**src/rtl/spi_slave_tx.sv**
```systemverilog
// spi_slave_tx: SPI mode-0 slave transmitter, MSB-first on MISO, fed by a one-entry valid/ready buffer.
// i_sck/i_cs are synchronised into i_clk; words are reloaded at each boundary, or IDLE_BYTE on underrun.
module spi_slave_tx #(
  parameter int                    DATA_WIDTH = 8,
  parameter logic [DATA_WIDTH-1:0] IDLE_BYTE  = '0
) (
  input  logic                  i_clk,
  input  logic                  i_rst,
  input  logic                  i_sck,
  input  logic                  i_cs,
  input  logic [DATA_WIDTH-1:0] i_data,
  input  logic                  i_valid,
  output logic                  o_ready,
  output logic                  o_miso,
  output logic                  o_miso_oe,
  output logic                  o_busy,
  output logic                  o_done,
  output logic                  o_underrun
);
  localparam int CW = (DATA_WIDTH > 2) ? $clog2(DATA_WIDTH) : 1;
  localparam logic [CW-1:0] LAST = CW'(DATA_WIDTH - 1);
  typedef enum logic {IDLE, SHIFT} state_t;
  state_t                state_q, state_d;
  logic [2:0]            sck_q, sck_d, cs_q, cs_d;
  logic [CW-1:0]         cnt_q, cnt_d;
  logic [DATA_WIDTH-1:0] shreg_q, shreg_d, buf_q, buf_d, load_word;
  logic                  full_q, full_d, miso_q, miso_d, fresh_q, fresh_d;
  logic                  done_q, done_d, under_q, under_d;
  logic                  sck_rise, sck_fall, cs_fall, cs_rise, load, accept;
  // bits [1:0] are the 2-FF synchroniser, bit 2 is the edge-detect register
  assign sck_rise  = sck_q[1] & ~sck_q[2];
  assign sck_fall  = ~sck_q[1] & sck_q[2];
  assign cs_fall   = ~cs_q[1] & cs_q[2];
  assign cs_rise   = cs_q[1] & ~cs_q[2];
  assign load      = (state_q == IDLE) ? cs_fall : (~cs_rise & sck_rise & (cnt_q == LAST));
  assign load_word = full_q ? buf_q : IDLE_BYTE;
  assign o_ready   = ~full_q & ~load;
  assign accept    = i_valid & o_ready;
  assign o_miso    = miso_q;
  assign o_miso_oe = (state_q == SHIFT);
  assign o_busy    = (state_q == SHIFT);
  assign o_done    = done_q;
  assign o_underrun = under_q;
  always_comb begin
    sck_d   = {sck_q[1:0], i_sck};
    cs_d    = {cs_q[1:0], i_cs};
    state_d = state_q;
    cnt_d   = cnt_q;
    shreg_d = shreg_q;
    miso_d  = miso_q;
    fresh_d = fresh_q;
    buf_d   = buf_q;
    full_d  = full_q;
    done_d  = 1'b0;
    under_d = 1'b0;
    if (state_q == IDLE) begin
      if (cs_fall) begin
        state_d = SHIFT;
        cnt_d   = '0;
        fresh_d = 1'b0;
        miso_d  = load_word[DATA_WIDTH-1];
      end
    end else if (cs_rise) begin
      state_d = IDLE;
      cnt_d   = '0;
      miso_d  = 1'b0;
      fresh_d = 1'b0;
    end else if (sck_rise) begin
      cnt_d   = (cnt_q == LAST) ? '0 : cnt_q + 1'b1;
      done_d  = (cnt_q == LAST);
      fresh_d = (cnt_q == LAST);
    end else if (sck_fall) begin
      // the first falling edge after a boundary reload presents the new MSB instead of shifting
      shreg_d = fresh_q ? shreg_q : shreg_q << 1;
      miso_d  = fresh_q ? shreg_q[DATA_WIDTH-1] : shreg_q[DATA_WIDTH-2];
      fresh_d = 1'b0;
    end
    if (load) begin
      shreg_d = load_word;
      under_d = ~full_q;
      full_d  = 1'b0;
    end
    if (accept) begin
      buf_d  = i_data;
      full_d = 1'b1;
    end
  end
  always_ff @(posedge i_clk or negedge i_rst) begin
    if (!i_rst) begin
      state_q <= IDLE;
      sck_q   <= 3'b000;
      cs_q    <= 3'b111;
      cnt_q   <= '0;
      shreg_q <= IDLE_BYTE;
      buf_q   <= '0;
      full_q  <= 1'b0;
      miso_q  <= 1'b0;
      fresh_q <= 1'b0;
      done_q  <= 1'b0;
      under_q <= 1'b0;
    end else begin
      state_q <= state_d;
      sck_q   <= sck_d;
      cs_q    <= cs_d;
      cnt_q   <= cnt_d;
      shreg_q <= shreg_d;
      buf_q   <= buf_d;
      full_q  <= full_d;
      miso_q  <= miso_d;
      fresh_q <= fresh_d;
      done_q  <= done_d;
      under_q <= under_d;
    end
  end
endmodule

```
**config.mk**
```make
export PLATFORM = sky130hd
export DESIGN_NAME = spi_slave_tx
export DESIGN_NICKNAME = d
export VERILOG_FILES = /design/src/rtl/spi_slave_tx.sv
export SDC_FILE = /design/constraint.sdc
export NUM_CORES = 1
export LEC_CHECK = 0
export CAP_MARGIN = 20
export CELL_PAD_IN_SITES_DETAIL_PLACEMENT = 1
export CELL_PAD_IN_SITES_GLOBAL_PLACEMENT = 2
export CORE_ASPECT_RATIO = 1.2
export CORE_UTILIZATION = 35
export CTS_CLUSTER_DIAMETER = 40
export DETAILED_ROUTE_END_ITERATION = 12
export PLACE_DENSITY_LB_ADDON = 0.12
export SYNTH_ARGS = -nofsm -noshare
export SYNTH_HDL_FRONTEND = slang
export SYNTH_SLANG_ARGS = --single-unit
```
**constraint.sdc**
```tcl
create_clock -name i_clk -period 2.16 [get_ports i_clk]
set_input_delay 0.324 -clock i_clk [delete_from_list [all_inputs] [get_ports i_clk]]
set_output_delay 0.324 -clock i_clk [all_outputs]
set_load 0.05 [all_outputs]
```
==> Word-level counts from Yosys, hierarchy flattened <==
Index checks and enable logic that the tools add are counted.
{ "classes": {"n_div": 0, "bitwise": 15, "mux": 33, "mul": 0, "n_shift": 0, "reduce_logical": 8, "n_addsub": 1, "eq_ne": 8, "order_cmp": 0} }
{ "ops": {"columns": ["op", "n"], "rows": [
  ["8-bit two-way mux", 7],
  ["1-bit two-way mux", 21],
  ["3-bit two-way mux", 5],
  ["1-bit bitwise AND", 8],
  ["2-bit nonzero test", 4],
  ["1-bit inverter", 7],
  ["2-bit by 1-bit inequality test with 1-bit output, second input constant", 3],
  ["3-bit by 1-bit inequality test with 1-bit output, second input constant", 2],
  ["5-bit AND reduction", 1],
  ["4-bit by 1-bit inequality test with 1-bit output, second input constant", 1],
  ["2-bit AND reduction", 2],
  ["3-bit by 1-bit adder with 3-bit output, second input constant", 1],
  ["3-bit equality test, second input constant", 1],
  ["3-bit by 2-bit inequality test with 1-bit output, second input constant", 1],
  ["3-bit AND reduction", 1]
]} }
{ "totals": {"input_bits": 13, "word_cells": 76, "output_inout_bits": 6, "mem_count": 0, "ram_bits": 0, "latch_bits": 0, "mem_bits_ro": 0, "ff_bits": 31} }

==> Longest topological paths before layout <==
Gate-level depths: netlist of the first run.
{ "logic_depth": {"word_depth": 10, "depth_mapped": 6} }

==> Worst setup path before layout of the first run <==
Ideal clock, no wire load.
{ "synth_path": {"path_type": "flip-flop to output port", "from": "register state_q (netlist: o_busy)", "to": "output o_ready", "stages_incl_launch_ff": 6, "n_path_buf": 2, "t_required_ns": 1.836, "arrival_time_ns": 2.016, "path_slack_ns": -0.180, "cell_sequence": "dfrtp_1 buf_4 nor3b_1 a41o_1 buf_2 nor2_1"} }
{ "synth_between": {"elab_chain_cells": 3} }
{ "synth_lines": {"columns": ["element", "line_no", "source"], "rows": [
  ["from (decl)", "23", "state_t state_q, state_d;"],
  ["from (signal assigned)", "102", "state_q <= state_d;"],
  ["1-bit two-way mux", "35", "assign load = (state_q == IDLE) ? cs_fall : (~cs_rise & sck_rise & (cnt_q == LAST));"],
  ["1-bit inverter", "37", "assign o_ready = ~full_q & ~load;"],
  ["1-bit bitwise AND", "37", null],
  ["to (decl)", "13", "output logic o_ready,"]
]} }
No other way between the ends.

==> Final worst setup path of the first run <==
{ "layout_path": {"from": "register cnt_q[0]", "to": "output o_ready"} }
{ "layout_between": {"elab_chain_cells": 5} }
{ "layout_lines": {"columns": ["element", "line_no", "source"], "rows": [
  ["from (decl)", "25", "logic [CW-1:0] cnt_q, cnt_d;"],
  ["from (signal assigned)", "105", "cnt_q <= cnt_d;"],
  ["3-bit equality test", "35", null],
  ["1-bit bitwise AND", "35", null],
  ["1-bit two-way mux", "35", null],
  ["1-bit inverter", "37", null],
  ["1-bit bitwise AND", "37", null]
]} }
No other way between the ends.

==> results of run 1 <==
-- per-layer routing --
metal | part of all wire | vias to the layer above
met5 | 0 | -
met4 | 0.025 | 0
met3 | 0.029 | 8
met2 | 0.52 | 21
met1 | 0.42 | 533
li1 | - | 496
-- sequential cells by signal, indices dropped and copies added, names as in the netlist --
register / flops
o_underrun: 1
buf_q: 8
sck_q: 3
shreg_q: 8
full_q: 1
cs_q: 3
cnt_q: 3
o_busy: 1
fresh_q: 1
o_done: 1
o_miso: 1
-- placed cells by master (no fill, tap or decap), drive strengths merged, types with 3 or more instances in the layout --
cell	n
nand3	3
mux2	9
inv	4
nor2	7
dfstp	3
a21oi	16
a31oi	7
nand2	4
nand2b	3
clkbuf	6
o21ai	12
buf	10
dfrtp	28
clkdlybuf4s50	17
nor2b	3
-- worst paths after layout --
check / startpoint / end / slack [ps] / cells past startpoint
min reg2reg: cs_q[0] / cs_q[1] / 350 / 0
max: cnt_q[0] / o_ready / 100 / 6
max in group asynchronous: i_rst / cs_q[0] / 1400 / 2
min: cs_q[0] / cs_q[1] / 350 / 0
min in group asynchronous: i_rst / sck_q[0] / 430 / 2
max reg2reg: cnt_q[0] / buf_q[6] / 170 / 7
-- Yosys cell counts (3+ instances only) --
master / count
a21oi_1: 15
a31oi_1: 7
dfrtp_1: 28
dfstp_2: 3
inv_1: 4
mux2_4: 8
nand2_1: 4
nand3_1: 3
nor2_1: 7
o21ai_0: 12
-- cell families after synthesis --
logic type	Yosys count
compound gates	41
fa+ha+maj	2
buf+inv	10
flops	31
mux	10
simple gates	27
-- metrics by stage --
| step | std cells | hold WS, ps |
|---|---|---|
| floorplan | 121 | 28.4 |
| global placement | 194 | 336 |
| detailed placement | 194 | 343 |
| CTS | 203 | 353 |
| global route | 203 | 352 |
| finish | 203 | 354 |
-- power by group --
group	leakage, nW	total, W	internal (W)	switching [W]
combinational	0.348	0.000357	0.000188	0.000169
clock	0.0612	0.000587	0.000373	0.000214
sequential	0.374	0.000793	0.000708	0.0000851
-- final cells by class --
| type | instances | area share |
|---|---|---|
| sequential | 31 | 0.430 |
| multi-input combinational | 80 | 0.315 |
| timing repair buffer | 27 | 0.144 |
| clock buffer | 6 | 0.0455 |
| tap | 52 | 0.0359 |
| clock inverter | 2 | 0.0193 |
| inverter | 5 | 0.0103 |
-- timing repair --
| item | CTS | global route |
|---|---|---|
| pin swaps | 1 | 0 |
| cloned | 0 | 0 |
| resized for setup | 0 | 2 |
| setup buffers | 1 | 0 |
| endpoints found under the setup margin | 1 | 1 |
==> flow_summary.yaml, run 1 <==
synth:
  synthFlopType: "dfrtp_1"
  synth_xor_area_frac: 0
  syn_area_per_cell_um2: 11.5
  synth_cell_types: 33
  ys_warn_count: 0
  seq_area_frac_synth: 0.561
  synth_area_leader_cell: "dfrtp_1"
  synth_top_family_by_area: "compound AO/OA/AOI/OAI gates"
  syn_nets: 136
  ys_ff_latch: 31
  synthAdderAreaFrac: 0.0180
  muxShareOfSynthArea: 0.102
  synthCells: 121
  synth.area.top_cells: "dfrtp_1 50%, mux2_4 8.6%, dfstp_2 5.7%, a21oi_1 5.4%, o21ai_0 4.3%"
  synth_top_area_frac: 0.504
  synth_compound_area_frac: 0.172
  synth_edf_count: 0
  netlist_area_um2: 1390
  synthSimpleGateAreaFrac: 0.114
  synthArstFlopShare: 1.00
place:
  placed_area_um2: 1680
  pre_cts_slack_ps: 231
  place.gp.congestion: 0.721
  dpl.hpwl_mm: 2.25
  placement.io_buffers: 18
outcome:
  status: "finished clean"
routing:
  post_drt_wl_per_cell_um: 15.6
  routed_via_density: 5.21
  routed_wl_mm: 3.18
  firstDrtPassIters: 4
  ant_nets: 0
  drc_errors: 0
  num_vias: 1058
  drt-initial-drc-count: 48
die:
  die_x_um: 59.5
  die_area_um2: 4230
  io_pins: 19
  start_util: 0.373
  placementRows: 24
  die_h_um: 71.0
  core_area_um2: 3720
cells_and_area:
  seqCellArea_um2: 779
  fin_util: 0.487
  nets: 165
  fillers: 424
  syn2layout_area_growth_pct: 30.5
  antenna_cells: 0
  multi_input_comb_area_um2: 572
  fin_area_um2: 1810
  final_layout_size_suffix_gt1_frac: 0.238
global_route:
  antenna_found_initial: 0
  overflow: 0
  grt_pass1_vias: 1108
  track_usage: 0.176
  grt_max_degree: 32
  busiest_layer: "met2"
  grt_pass1_wl_mm: 5.44
  grtUsageMet3: 0.0457
  grt_use_met2: 0.285
  use_met1: 0.215
sta:
  relSlewSlack: 0.642
  setup_ws_ps: 102
  hold_viol_final: 0
  max_freq_mhz: 486
  period_needed_ps: 2060
  fin_skew_ps: 6.65
  slew_violations: 0
  rsz0062_at_grt: "false"
  fin_tns_setup_ps: 0
  period_share: 0.953
  worstMarginPinSlew_ps: 536
  setup_viol: 0
clocking:
  postCtsHoldBufs: 0
  path_clk_slew_ps: 70
  cts_num_sinks: 31
  clk_path_buf_depth: 2
  worstSkewPairLatency_ps: 280
  cts_made_buffers: 5
  htreeDepth: 2
  cts_tree: "done"
  root_buffer: "clkbuf_8"
min_path:
  min_path_type: "reg -> reg"
critical_path:
  startpoint_type: "register"
  cpLargestDelayFamily: "adder cells"
  worstPathRequired_ps: 1840
  path_cells: "ha_1 -> ha_1 -> a41o_1 -> buf_6 -> nor2_4 -> buf_12"
  cp_num_buf_inv: 2
  critPathArrivalTime_ps: 1730
  crit_path_top_delay_cell: "dfrtp_1"
  crit_top_cell: "ha_1"
  cpPeakStageDelay_ps: 400
  crit_type: "reg -> out"
  critPathCaptureType: "output pin"
  cp_max_fo: 11
flow_run:
  maxCapViolations: 0
power_and_ir_drop:
  peakVddDrop_mv: 0.485
  power.total_w: 0.00174
  p_leak_nw: 0.783
  power_density_nw_per_um2: 958
(Power assumes the default switching activity.)
==> run 2, diff against run 1 <==
--- a/config.mk
+++ b/config.mk
@@ -12,7 +12,7 @@
 export CORE_UTILIZATION = 35
 export CTS_CLUSTER_DIAMETER = 40
 export DETAILED_ROUTE_END_ITERATION = 12
-export PLACE_DENSITY_LB_ADDON = 0.12
+export PLACE_DENSITY_LB_ADDON = 0.1
 export SYNTH_ARGS = -nofsm -noshare
 export SYNTH_HDL_FRONTEND = slang
 export SYNTH_SLANG_ARGS = --single-unit
==> run 2 against run 1 <==
Against the previous run:
- critical path type unchanged
- highest routed layer unchanged
- critical path depth fell by 1
- wire length rose by 0.82%
- clock power is 2% higher
- largest cell class unchanged
- first-iteration DRC count fell by 56%
==> flow_summary.yaml, run 2 (synthesized netlist as in run 1, its figures left out) <==
cells_and_area:
  layout_common_cells: "28 x dfrtp_1, 17 x clkdlybuf4s50_1, 15 x a21oi_1"
  final_layout_size_suffix_gt1_frac: 0.240
  syn2layout_area_growth_pct: 29.4
  fin_util: 0.483
  reg.largest.list: "buf_q: 8 flops, shreg_q: 8 flops"
  layout_commonest_cell: "dfrtp_1"
  fin_area_um2: 1800
  nets: 164
  fillers: 424
  antenna_cells: 0
sta:
  period_needed_ps: 2070
  fin_tns_setup_ps: 0
  fin_skew_ps: 7.37
  rsz0062_at_grt: "false"
  period_share: 0.957
  slew_violations: 0
  hold_viol_final: 0
  worstMarginPinSlew_ps: 525
  relSlewSlack: 0.649
  setup_viol: 0
  max_freq_mhz: 484
power_and_ir_drop:
  switching_share: 0.275
  seqPwrFrac: 0.458
  power.total_w: 0.00175
  p_int_w: 0.00127
  power_density_nw_per_um2: 970
  p_clk_frac: 0.341
  p_leak_nw: 0.774
  net-switching-power_w: 0.000479
  peakVddDrop_mv: 0.454
  p_comb_frac: 0.201
global_route:
  grt_max_degree: 32
  antenna_found_initial: 0
  overflow: 0
  grt_pass1_wl_mm: 5.65
  grt_pass1_vias: 1158
  track_usage: 0.182
critical_path:
  critPathArrivalTime_ps: 1740
  startpoint_type: "register"
  crit_type: "reg -> out"
  critPathCaptureType: "output pin"
  rrSetupSlack_ps: 170
  worstPathRequired_ps: 1840
  cp_max_fo: 4
place:
  dpl.hpwl_mm: 2.28
  placed_area_um2: 1680
  place.gp.congestion: 0.745
  placement.io_buffers: 18
flow_run:
  maxCapViolations: 0
clocking:
  worstSkewPairLatency_ps: 290
  path_clk_slew_ps: 70
  cts_num_sinks: 31
  clk_path_buf_depth: 2
  cts_tree: "done"
  htreeDepth: 2
  cts_setup_buffers: 0
  cts_made_buffers: 5
  root_buffer: "clkbuf_8"
  postCtsHoldBufs: 0
die:
  placementRows: 24
  die_h_um: 71.0
  io_pins: 19
  die_area_um2: 4230
  core_area_um2: 3720
  start_util: 0.373
  die_x_um: 59.5
routing:
  drt-initial-drc-count: 21
  num_vias: 1025
  drc_errors: 0
  firstDrtPassIters: 4
  ant_nets: 0
  routed_via_density: 5.07
  post_drt_wl_per_cell_um: 15.9
  routed_wl_mm: 3.20
min_path:
  min_path_type: "reg -> reg"
outcome:
  status: "finished clean"
[run 2: cell types whose count changed in the layout (fill, tap and decap cells not counted)]
cell,change
a41o_1,-1
a41o_2,+1
buf_6,-1
nor2_2,+1
nor2_4,-1
[run 2: final cells by class]
| class | instances | area [um2] | share of cell area |
|---|---|---|---|
| clock buffer | 6 | 82.6 | 0.0459 |
| clock inverter | 2 | 35.0 | 0.0195 |
| inverter | 5 | 18.8 | 0.0104 |
| multi-input combinational | 80 | 568 | 0.316 |
| sequential | 31 | 779 | 0.433 |
| tap | 52 | 65.1 | 0.0362 |
| timing repair buffer | 26 | 250 | 0.139 |
[run 2: routing by layer]
| layer | global-route usage | up-vias | wire, um |
|---|---|---|---|
| li1 | - | 491 | - |
| met1 | 0.224 | 516 | 1370 |
| met2 | 0.308 | 14 | 1690 |
| met3 | 0.0457 | 4 | 91 |
| met4 | 0.0543 | 0 | 43 |
| met5 | 0 | - | 0 |
[run 2: timing repair]
item                                    4_1_cts  5_1_grt
resized for setup                             0        1
endpoints found under the setup margin        0        1
endpoints found under the hold margin         0        0
[run 2: critical path: stages, from the launching register on]
cell	delay [ps]
dfrtp_1	400
ha_1	210
ha_1	230
a41o_2	310
nor2_2	150
buf_12	160
[run 2: worst paths after layout]
path	startpoint	cells past startpoint	endpoint
hold / removal	cs_q[0]	0	cs_q[1]
setup / recovery	cnt_q[0]	5	o_ready
hold reg to reg	cs_q[0]	0	cs_q[1]
max in group asynchronous	i_rst	2	cs_q[0]
setup reg to reg	cnt_q[0]	6	buf_q[0]
min in group asynchronous	i_rst	2	sck_q[1]
[run 2: power groups by stage]
stage | combinational (W) | sequential (W) | clock [W]
after floorplan | 0.000228 | 0.000797 | 0
final | 0.000351 | 0.000799 | 0.000596
after CTS | 0.000358 | 0.000801 | 0.000612
after global routing | 0.000391 | 0.000817 | 0.000639
after detailed placement | 0.000356 | 0.000809 | 0
after global placement | 0.000344 | 0.000802 | 0
[run 2: metrics by stage]
stage / instances / setup slack (ps) / hold slack [ps]
after global routing: 202 / 8.75 / 357
after floorplan: 121 / 49.4 / 28.4
after CTS: 202 / 52.8 / 354
final: 202 / 93.8 / 353
after detailed placement: 194 / 159 / 351
after global placement: 194 / 237 / 337
